**config.mk**
```make
export PLATFORM = sky130hd
export DESIGN_NAME = sqr_int_flat
export DESIGN_NICKNAME = d
export VERILOG_FILES = /design/src/rtl/sqr_int_if.sv /design/src/rtl/sqr_int.sv /design/src/flat_wrapper.sv
export SDC_FILE = /design/constraint.sdc
export NUM_CORES = 1
export LEC_CHECK = 0
export ABC_AREA = 1
export CAP_MARGIN = 20
export CORE_ASPECT_RATIO = 0.6
export CORE_MARGIN = 2
export CORE_UTILIZATION = 50
export CTS_CLUSTER_DIAMETER = 150
export DETAILED_ROUTE_END_ITERATION = 6
export HOLD_SLACK_MARGIN = 0.15
export PLACE_DENSITY = 0.71
export SETUP_SLACK_MARGIN = 0.02
export SYNTH_ARGS = -nofsm -noshare
export SYNTH_HDL_FRONTEND = slang
export SYNTH_SLANG_ARGS = --single-unit
```
**constraint.sdc**
```tcl
create_clock -name clk -period 3.75 [get_ports clk]
set_clock_uncertainty 0.1 [all_clocks]
set_input_delay 0.5625 -clock clk [delete_from_list [all_inputs] [get_ports clk]]
set_output_delay 0.5625 -clock clk [all_outputs]
set_load 0.02 [all_outputs]
```
**src/rtl/sqr_int_if.sv**
```systemverilog
// Handshake and operand bus for the sequential integer squarer.
// Optional self-check signals exist only when SQR_INT_CHECK_EN is defined.
interface sqr_int_if #(
   parameter int WIDTH = 8
);
   logic             start;
   logic             busy;
   logic             valid;
   logic [WIDTH-1:0] root;
   logic [WIDTH-1:0] rem;
   logic [WIDTH-1:0] rad;
   logic             ovf;
`ifdef SQR_INT_CHECK_EN
   logic [WIDTH-1:0] exp_rad;
   logic             chk_ok;

   modport master (output start, root, rem, exp_rad,
                   input  busy, valid, rad, ovf, chk_ok);
   modport slave  (input  start, root, rem, exp_rad,
                   output busy, valid, rad, ovf, chk_ok);
`else
   modport master (output start, root, rem,
                   input  busy, valid, rad, ovf);
   modport slave  (input  start, root, rem,
                   output busy, valid, rad, ovf);
`endif
endinterface

```
**src/rtl/sqr_int.sv**
```systemverilog
// Sequential squarer: rad = root*root + rem via shift-add, one root bit per clock.
// Define SQR_INT_CHECK_EN to add the exp_rad / chk_ok reconstruction check.
module sqr_int #(
   parameter int WIDTH = 8
) (
   input  logic     clk,
   input  logic     rst_n,
   sqr_int_if.slave bus
);
   localparam int CW = $clog2(WIDTH);
   localparam int AW = 2 * WIDTH;
   localparam logic [CW-1:0] LAST = CW'(WIDTH - 1);

   typedef enum logic {IDLE = 1'b0, RUN = 1'b1} state_t;

   state_t           state_q, state_d;
   logic [AW-1:0]    acc_q, acc_d;
   logic [AW-1:0]    mcand_q, mcand_d;
   logic [WIDTH-1:0] mplier_q, mplier_d;
   logic [CW-1:0]    cnt_q, cnt_d;
   logic [WIDTH-1:0] rad_q, rad_d;
   logic             ovf_q, ovf_d;
   logic             valid_q, valid_d;
   logic [AW-1:0]    acc_sum;
   logic             last;

   assign last    = (state_q == RUN) && (cnt_q == LAST);
   assign acc_sum = acc_q + (mplier_q[0] ? mcand_q : '0);

   // FSM state register
   always_ff @(posedge clk or negedge rst_n) begin
      if (!rst_n) state_q <= IDLE;
      else        state_q <= state_d;
   end

   // FSM next state: start wins in every state, so it also aborts a running job
   always_comb begin
      state_d = state_q;
      if (bus.start)  state_d = RUN;
      else if (last)  state_d = IDLE;
   end

   // FSM outputs
   always_comb begin
      bus.busy  = (state_q == RUN);
      bus.valid = valid_q;
      bus.rad   = rad_q;
      bus.ovf   = ovf_q;
   end

   always_comb begin
      acc_d    = acc_q;
      mcand_d  = mcand_q;
      mplier_d = mplier_q;
      cnt_d    = cnt_q;
      rad_d    = rad_q;
      ovf_d    = ovf_q;
      valid_d  = valid_q;
      if (bus.start) begin
         acc_d    = AW'(bus.rem);
         mcand_d  = AW'(bus.root);
         mplier_d = bus.root;
         cnt_d    = '0;
         valid_d  = 1'b0;
      end else if (state_q == RUN) begin
         acc_d    = acc_sum;
         mcand_d  = mcand_q << 1;
         mplier_d = mplier_q >> 1;
         if (last) begin
            valid_d = 1'b1;
            rad_d   = acc_sum[WIDTH-1:0];
            ovf_d   = |acc_sum[AW-1:WIDTH];
         end else begin
            cnt_d = cnt_q + CW'(1);
         end
      end
   end

   always_ff @(posedge clk or negedge rst_n) begin
      if (!rst_n) begin
         acc_q    <= '0;
         mcand_q  <= '0;
         mplier_q <= '0;
         cnt_q    <= '0;
         rad_q    <= '0;
         ovf_q    <= 1'b0;
         valid_q  <= 1'b0;
      end else begin
         acc_q    <= acc_d;
         mcand_q  <= mcand_d;
         mplier_q <= mplier_d;
         cnt_q    <= cnt_d;
         rad_q    <= rad_d;
         ovf_q    <= ovf_d;
         valid_q  <= valid_d;
      end
   end

`ifdef SQR_INT_CHECK_EN
   logic [WIDTH-1:0] exp_q, exp_d;
   logic             rem_ok_q, rem_ok_d;
   logic             chk_q, chk_d;

   // rem <= 2*root is the floor-sqrt condition; evaluated once on the start edge
   always_comb begin
      exp_d    = exp_q;
      rem_ok_d = rem_ok_q;
      chk_d    = chk_q;
      if (bus.start) begin
         exp_d    = bus.exp_rad;
         rem_ok_d = ({1'b0, bus.rem} <= {bus.root, 1'b0});
         chk_d    = 1'b0;
      end else if (last) begin
         chk_d = ~(|acc_sum[AW-1:WIDTH]) && (acc_sum[WIDTH-1:0] == exp_q) && rem_ok_q;
      end
   end

   always_ff @(posedge clk or negedge rst_n) begin
      if (!rst_n) begin
         exp_q    <= '0;
         rem_ok_q <= 1'b0;
         chk_q    <= 1'b0;
      end else begin
         exp_q    <= exp_d;
         rem_ok_q <= rem_ok_d;
         chk_q    <= chk_d;
      end
   end

   assign bus.chk_ok = chk_q;
`endif
endmodule

```
**src/flat_wrapper.sv**
```systemverilog
// flat-port wrapper written by rule: the top's interface ports become plain ports
module sqr_int_flat 
#(
   parameter int WIDTH = 8
)
  (clk, rst_n, bus_start, bus_root, bus_rem, bus_busy, bus_valid, bus_rad, bus_ovf);
  sqr_int_if #(.WIDTH(WIDTH)) bus_i ();
  input  logic clk;
  input  logic rst_n;
  input wire logic [$bits(bus_i.start)-1:0] bus_start;
  input wire logic [$bits(bus_i.root)-1:0] bus_root;
  input wire logic [$bits(bus_i.rem)-1:0] bus_rem;
  output wire logic [$bits(bus_i.busy)-1:0] bus_busy;
  output wire logic [$bits(bus_i.valid)-1:0] bus_valid;
  output wire logic [$bits(bus_i.rad)-1:0] bus_rad;
  output wire logic [$bits(bus_i.ovf)-1:0] bus_ovf;
  assign bus_i.start = bus_start;
  assign bus_i.root = bus_root;
  assign bus_i.rem = bus_rem;
  assign bus_busy = bus_i.busy;
  assign bus_valid = bus_i.valid;
  assign bus_rad = bus_i.rad;
  assign bus_ovf = bus_i.ovf;
  sqr_int #(.WIDTH(WIDTH)) u_core (.clk(clk), .rst_n(rst_n), .bus(bus_i));
endmodule
```
## Yosys cells after proc, flatten, opt, wreduce, memory -nomap -nowiden

Cells that the tools add are included.

- $add $sub $neg: 2
- Equal/unequal tests: 2
- Multiplexer cells: 15
- Bitwise logic cells: 1
- Reductions and logical operators: 7

Operators by type and width:

| operator | count |
|---|---|
| $mux W16 | 5 |
| $add A16 B16 Y16 | 1 |
| $mux W8 | 2 |
| $mux W3 | 3 |
| $reduce_or A8 Y1 | 1 |
| $mux W1 | 5 |
| $reduce_and A2 Y1 | 2 |
| $reduce_bool A2 Y1 | 2 |
| $add A3 B1 Y3 const B | 1 |
| $eq A3 B3 Y1 const B | 1 |
| $reduce_and A3 Y1 | 1 |
| $ne A2 B2 Y1 const B | 1 |
| $logic_and A1 B1 Y1 | 1 |
| $not A1 Y1 | 1 |

- Register bits: 54
- Input port bits: 19
- Output and inout port bits: 11
- Logic and storage cells: 35

## Longest topological paths before layout

Gate-level depths: netlist (run 1).

- Depth after elaboration: 5
- Mapped depth: 17
- Gate-level depth less buffers: 15

## Worst setup path after synthesis (run 1)

Ideal clock, no wire load.

- Path type: register -> register
- Start: register u_core.mplier_q[0]
- End: register u_core.ovf_q, in the netlist u_core.bus.ovf
- Arrival: 2.083 ns
- Data required time: 3.528 ns
- Path slack: 1.445 ns
- Cell stages (with the launch flop): 17
- Buffers on the path: 2
- Path through: dfrtp_1 buf_2 clkbuf_1 nand2_1 inv_1 ha_1 fa_1 nand2_1 nand2_1 nand3_1 nand2_1 nand2_1 nand2_1 nor2_2 nand3_1 nor2_1 a21oi_1

- Cells in the longest elaborated chain, start to end: 3

Ends and longest elaborated chain:

| element | RTL line | source |
|---|---|---|
| start: declaration | sqr_int.sv:19 | `logic [WIDTH-1:0] mplier_q, mplier_d;` |
| start signal: assignment | sqr_int.sv:91 | `mplier_q <= mplier_d;` |
| $mux W16 | sqr_int.sv:28 | `assign acc_sum = acc_q + (mplier_q[0] ? mcand_q : '0);` |
| $add A16 B16 Y16 | sqr_int.sv:28 |  |
| $reduce_or A8 Y1 | sqr_int.sv:72 | `ovf_d = \|acc_sum[AW-1:WIDTH];` |
| end signal: assignment | sqr_int.sv:94 | `ovf_q <= ovf_d;` |
| end: declaration | sqr_int.sv:22 | `logic ovf_q, ovf_d;` |

No other way between the ends.
A chain may end at the register's enable or synchronous reset.

## Worst setup path after layout (run 1)

Same ends and word-level chain as after synthesis.

==> impl_metrics.sql, run 1 <==
INSERT INTO impl_metrics (metric_group, metric, value, unit) VALUES
('clock_network', 'cts_hold_repair.buffers', '0', ''),
('critical_path', 'timing.rr.start', 'u_core.mplier_q[0]', ''),
('synthesis', 'postSynthNetCount', '460', ''),
('global_routing', 'grt_pass1_vias', '2586', ''),
('synthesis', 'synth-xor-area-share', '0.0190', ''),
('final_layout', 'antenna_diodes', '0', ''),
('clock_network', 'clock_path_buffers', '2', ''),
('final_layout', 'fin_util', '0.598', ''),
('final_layout', 'layout-drive-gt1-share', '0.0509', ''),
('synthesis', 'synth-warning-count', '0', ''),
('route', 'ant_nets', '0', ''),
('synthesis', 'synth_top_family_by_area', 'simple AND/OR/NAND/NOR gates', ''),
('clock_network', 'cts-root-buf', 'clkbuf_8', ''),
('synthesis', 'mappedNetlistArea', '3220', 'um^2'),
('sta', 'finalCriticalPeriod', '2.49', 'ns'),
('sta', 'timing.max_slew.rel_slack', '0.548', ''),
('sta', 'rsz0062_at_grt', 'false', ''),
('critical_path', 'slowest_stage', 'dfrtp_1', ''),
('clock_network', 'cts.sinks', '54', ''),
('critical_path', 'worst_path_most_repeated_cell', 'nand2_1', ''),
('route', 'detail_route.iter0.violations', '214', ''),
('global_routing', 'global_route.overflow_total', '0', ''),
('die', 'core_area', '6170', 'um^2'),
('route', 'detail_route.vias_per_cell', '5.22', ''),
('outcome', 'outcome', 'finished clean', ''),
('critical_path', 'critPathMaxStageDelay', '0.57', 'ns'),
('global_routing', 'antenna_violations_before_repair', '0', ''),
('critical_path', 'critPathLaunchType', 'flop', ''),
('sta', 'worst_slew_pin_slew', '0.677', 'ns'),
('route', 'vias', '2798', ''),
('die', 'top_level_ports', '30', ''),
('critical_path', 'critical_path.top_delay_family', 'simple AND/OR/NAND/NOR gates', ''),
('run', 'total_of_max_cap_violations', '0', ''),
('die', 'start_util', '0.523', ''),
('clock_network', 'insertion_delay_to_the_later_sink_of_the_worst_skew_pair', '0.32', 'ns'),
('die', 'die_w', '108', 'um'),
('synthesis', 'synth_compound_area_frac', '0.122', ''),
('placed_design', 'port_buffers', '29', ''),
('power', 'worst_ir_drop_vdd', '181', 'uV'),
('global_routing', 'grt_first_pass_wirelength', '13100', 'um'),
('final_layout', 'most-common-layout-cells', 'nand2_1 (147), inv_1 (72), dfrtp_1 (54)', ''),
('clock_network', 'post_cts_resize_count', '0', ''),
('final_layout', 'areaGrowthSynthToFinish', '14.4', '%'),
('placed_design', 'placedCellCount', '528', ''),
('critical_path', 'crit_path_end_kind', 'flop', ''),
('die', 'placementRows', '22', ''),
('sta', 'setup_total_negative_slack', '0', 'ns'),
('synthesis', 'synth.area.mux_share', '0', ''),
('final_layout', 'final_cells', '536', ''),
('route', 'post-route-drc-count', '0', ''),
('power', 'leakagePower', '0.00200', 'uW'),
('placed_design', 'dp.final_hpwl', '5860', 'um'),
('synthesis', 'yosysSeqAreaShare', '0.419', ''),
('global_routing', 'grt_max_degree', '34', ''),
('sta', 'final-max-slew-violation-count', '0', ''),
('die', 'die-area', '7120', 'um^2'),
('route', 'totalWireLength', '7760', 'um'),
('synthesis', 'avgSynthCellArea', '7.62', 'um^2'),
('critical_path', 'crit_path_max_fanout', '17', ''),
('final_layout', 'finish.net_count', '488', ''),
('clock_network', 'clock_pin_slew_reported_for_the_worst_setup_and_hold_paths_after_clock_tree_synthesis', '0.11', 'ns'),
('worst_hold_path', 'holdCritPathClass', 'in2async', ''),
('critical_path', 'required', '3.86', 'ns'),
('clock_network', 'cts.repair_timing.setup_buffer_count', '0', ''),
('sta', 'timing.fmax', '402', 'MHz'),
('synthesis', 'ys_dominant_reg_cell', 'dfrtp_1', ''),
('critical_path', 'worst-endpoint-arrival', '2.60', 'ns'),
('final_layout', 'leading_cell_type_in_the_layout_fill_and_taps_excluded', 'nand2_1', ''),
('synthesis', 'yosys.cell_types.count', '33', ''),
('sta', 'period_utilisation_layout', '0.663', ''),
('power', 'cellPowerDensity', '365', 'nW/um^2');
[cells in the mapped netlist, types with 2 or more instances]
cell type,instances,area share
a21oi_1,10,0.016
a22o_1,2,0.0054
a32o_1,2,0.0062
and2_1,3,0.0058
buf_2,5,0.0078
clkbuf_1,6,0.0070
dfrtp_1,54,0.42
ha_1,17,0.066
inv_1,72,0.084
inv_4,2,0.0039
nand2_1,147,0.17
nand3_1,17,0.026
nand3b_1,4,0.0093
nand4_1,2,0.0039
nor2_1,14,0.016
nor2_2,4,0.0078
nor2_8,2,0.012
o211ai_1,12,0.028
o21ai_0,14,0.022
o21ai_1,2,0.0031
o221ai_1,8,0.022
o22ai_1,8,0.016
xnor2_1,4,0.011
xor2_1,3,0.0082
[area by class of cell]
type / count / area, um^2 / area share
multi-input cells: 282 / 1530 / 0.416
clock inverters: 3 / 28.8 / 0.00781
inverters: 76 / 290 / 0.0788
clock buffers: 5 / 68.8 / 0.0187
repair buffers: 32 / 308 / 0.0835
well taps: 84 / 105 / 0.0285
flip-flops and latches: 54 / 1350 / 0.367
[final timing paths]
kind,slack (ns),depth (start not counted),end
worst max-delay path,1.26,14,u_core.bus.ovf
worst min-delay path,0.17,1,u_core.bus.rad[5]
worst max register to register,1.26,14,u_core.bus.ovf
worst min register to register,0.40,2,u_core.bus.rad[2]
max in group asynchronous,2.58,2,u_core.mcand_q[4]
min in group clk,0.40,2,u_core.bus.rad[2]
[metrics by stage]
step           setup slack (ns)  power [uW]  hold slack (ns)  instance area (um^2)
2_1_floorplan              1.45         880            0.167                  3220
3_3_place_gp               1.15         983            0.354                  3590
3_5_place_dp               1.10         989            0.375                  3590
4_1_cts                    1.30        1340            0.189                  3680
5_1_grt                    1.03        1420            0.209                  3680
6_report                   1.26        1340            0.165                  3680
[per-layer routing]
metal / track usage / vias up / routed length, um
li1: - / 1401 / -
met2: 0.340 / 97 / 2910
met5: 0 / - / 0
met4: 0.0433 / 0 / 57
met1: 0.389 / 1293 / 4200
met3: 0.0394 / 7 / 593
[state kept, by name, indices dropped and copies added (netlist names)]
signal / count
u_core.bus.rad: 8
u_core.mcand_q: 16
u_core.bus.busy: 1
u_core.bus.ovf: 1
u_core.acc_q: 16
u_core.bus.valid: 1
u_core.cnt_q: 3
u_core.mplier_q: 8
[where the power goes]
group	switching, uW	leakage [uW]	internal (uW)	total, uW
Sequential	34.7	0.000687	630	664
Combinational	197	0.00126	120	317
Clock	223	0.0000502	139	362
[kinds of logic (layout without fill, tap and decap cells)]
group	count (synthesis)	in the layout
AND/OR/NAND/NOR	197	197
buffers and inverters	87	116
AO/OA/AOI/OAI	60	60
flip-flops	54	54
adder cells (fa/ha/maj)	18	18
XOR/XNOR	7	7
[worst reg2reg max path: stages, from the launching register on]
cell     delay [ns]
dfrtp_1        0.57
nand2_1        0.14
inv_1          0.06
ha_1           0.23
fa_1           0.42
nand2_1        0.09
nand2_1        0.08
nand3_1        0.08
nand2_1        0.10
nand2_1        0.10
nand2_1        0.06
nand2_1        0.08
nand3_1        0.08
nor2_1         0.13
a21oi_1        0.09
Power figures use the tool's default switching activity.
==> inputs of run 2 (changes only) <==
- clock period: 3.75 -> 2.3 ns (I/O delays scaled with it)
==> run 2 against run 1 <==
- clock power grew 49%
- sequential share of layout area shrank 2.7 points
- utilization grew 4.8 points
- sequential power grew 64%
- non-clock buffer count grew 9
- final cell count grew 1.5%
- count of clock-buffer cells in the layout is the same
- cell area grew 8.0%
==> impl_metrics.sql, run 2 (synthesized netlist as in run 1, its figures left out) <==
INSERT INTO impl_metrics (metric_group, metric, value, unit) VALUES
('route', 'ant_nets', '0', ''),
('critical_path', 'crit_path_max_fanout', '4', ''),
('worst_hold_path', 'min-delay-start', 'u_core.bus.rad[2]', ''),
('critical_path', 'crit_path_end_kind', 'flop', ''),
('global_routing', 'grt_usage', '0.238', ''),
('global_routing', 'global_route.overflow_total', '0', ''),
('critical_path', 'r2r_setup_slack', '0.1', 'ns'),
('critical_path', 'reg2regPathDepth', '14', ''),
('global_routing', 'antenna_violations_before_repair', '0', ''),
('critical_path', 'critPathLaunchType', 'flop', ''),
('placed_design', 'detailed_place.area', '3660', 'um^2'),
('die', 'chipHeight', '66.2', 'um'),
('route', 'detail_route.vias_per_cell', '5.34', ''),
('clock_network', 'cts_tree', 'done', ''),
('final_layout', 'stdcell_area', '3980', 'um^2'),
('global_routing', 'grt_pass1_vias', '2715', ''),
('die', 'start_util', '0.523', ''),
('sta', 'timing.fmax', '454', 'MHz'),
('route', 'drt_first_pass_iters', '7', ''),
('worst_hold_path', 'whs_endpoint', 'u_core.bus.rad[2]', ''),
('route', 'post-route-drc-count', '0', ''),
('worst_hold_path', 'holdCritPathClass', 'reg2reg', ''),
('route', 'totalWireLength', '8080', 'um'),
('placed_design', 'port_buffers', '29', ''),
('final_layout', 'layout-drive-gt1-share', '0.143', ''),
('sta', 'worst_slew_pin_slew', '0.376', 'ns'),
('clock_network', 'htree_num_levels', '2', ''),
('power', 'worst_ir_drop_vdd', '281', 'uV'),
('outcome', 'outcome', 'finished clean', ''),
('die', 'die-area', '7120', 'um^2'),
('die', 'placementRows', '22', ''),
('sta', 'hold_viol_final', '0', ''),
('clock_network', 'clock_path_buffers', '2', ''),
('placed_design', 'gp_routability_congestion', '0.955', ''),
('sta', 'final-max-slew-violation-count', '0', ''),
('route', 'route.detailed.wl_per_inst', '14.9', 'um'),
('final_layout', 'leading_cell_type_in_the_layout_fill_and_taps_excluded', 'nand2_1', ''),
('die', 'die_w', '108', 'um'),
('sta', 'setup_total_negative_slack', '0', 'ns'),
('placed_design', 'dp.final_hpwl', '5690', 'um'),
('die', 'core_area', '6170', 'um^2'),
('die', 'top_level_ports', '30', ''),
('worst_hold_path', 'number_of_cells_on_the_worst_hold_path', '2', ''),
('final_layout', 'finish.net_count', '497', ''),
('critical_path', 'timing.rr.start', 'u_core.mplier_q[0]', ''),
('critical_path', 'required', '2.41', 'ns'),
('clock_network', 'cts-root-buf', 'clkbuf_8', ''),
('final_layout', 'biggestRegsByFlops', 'u_core.acc_q (16), u_core.mcand_q (16)', ''),
('power', 'cellPowerDensity', '568', 'nW/um^2'),
('sta', 'period_utilisation_layout', '0.957', ''),
('route', 'vias', '2906', ''),
('sta', 'finalCriticalPeriod', '2.20', 'ns'),
('global_routing', 'grt_max_degree', '55', ''),
('final_layout', 'most-common-layout-cells', 'nand2_1 (136), inv_1 (72), dfrtp_1 (53)', ''),
('critical_path', 'worst-endpoint-arrival', '2.31', 'ns'),
('clock_network', 'cts.sinks', '54', ''),
('run', 'total_of_max_cap_violations', '0', ''),
('route', 'detail_route.iter0.violations', '183', ''),
('critical_path', 'crit-reg2reg-capture', 'u_core.bus.ovf', ''),
('final_layout', 'areaGrowthSynthToFinish', '23.6', '%'),
('power', 'leakagePower', '0.00203', 'uW'),
('critical_path', 'worst-setup-path-type', 'reg2reg', ''),
('final_layout', 'antenna_diodes', '0', ''),
('clock_network', 'clock_pin_slew_reported_for_the_worst_setup_and_hold_paths_after_clock_tree_synthesis', '0.10', 'ns'),
('global_routing', 'grt_first_pass_wirelength', '13000', 'um'),
('sta', 'total_of_endpoints_with_negative_setup_slack_in_the_final_report', '0', ''),
('sta', 'timing.max_slew.rel_slack', '0.749', ''),
('clock_network', 'insertion_delay_to_the_later_sink_of_the_worst_skew_pair', '0.31', 'ns'),
('clock_network', 'tritoncts.num_buffers', '5', '');
==> run 2: changes by cell type in the layout (fill, tap and decap cells not counted), sizes merged <==
cell and delta:
buf +8, clkinv -1, dlygate4sd3 +1
==> run 2: repair_timing <==
| item | in CTS | in global routing |
|---|---|---|
| endpoints found under the setup margin | 1 | 10 |
| pin swaps | 0 | 4 |
| hold endpoints to repair | 54 | 0 |
| setup buffers | 1 | 0 |
| resized for setup | 1 | 39 |
| hold buffers | 1 | 0 |
==> run 2: routing by layer <==
metal  global-route usage  vias up  part of all wire
li1                     -     1413                 -
met5                    0        -                 0
met2                0.339      128              0.42
met4               0.0577        0             0.014
met3               0.0443       19             0.083
met1                0.370     1346              0.49
==> run 2: final cells by class <==
cell class	count	area, um^2
clock buffers	5	68.8
clock inverters	2	13.8
fillers	532	2180
inverters	76	290
multi-input cells	282	1750
flip-flops and latches	54	1350
well taps	84	105
repair buffers	41	403
==> run 2: power by group <==
part	switching (uW)	internal, uW	leakage, uW
Sequential	66.0	1030	0.000686
Combinational	355	272	0.00130
Clock	328	212	0.0000444
Total	750	1510	0.00203
==> run 2: worst max path at each step <==
stage,slack (ns),cells after the start,to,from
floorplan,0.03,16,u_core.bus.ovf,u_core.mplier_q[0]
global placement,0.05,14,u_core.bus.ovf,u_core.mplier_q[0]
detailed placement,0.05,14,u_core.bus.ovf,u_core.mplier_q[0]
CTS,0.03,14,u_core.bus.ovf,u_core.mplier_q[0]
global route,-0.02,14,u_core.bus.ovf,u_core.mplier_q[0]
finish,0.1,14,u_core.bus.ovf,u_core.mplier_q[0]
==> run 2: stage by stage <==
stage,cells,worst slack [ns],hold WS (ns),total power [uW],utilization
2_1_floorplan,423,0.0303,-0.0506,1430,-
3_3_place_gp,535,0.0457,0.263,1620,0.594
3_5_place_dp,535,0.0473,0.263,1620,0.594
4_1_cts,544,0.0299,0.391,2170,0.611
5_1_grt,544,-0.0151,0.424,2390,0.646
6_report,544,0.0984,0.394,2260,0.646
==> run 2: critical path: stages (launching register included) <==
cell and delay [ns]:
dfrtp_2 0.45, nand2_1 0.06, inv_1 0.05, ha_2 0.18
fa_2 0.38, nand2_1 0.09, nand2_2 0.09, nand3_2 0.08
nand2_2 0.09, nand2_2 0.08, nand3b_1 0.09, nand2_2 0.10
nand2_1 0.07, nor2_1 0.11, a21oi_1 0.07
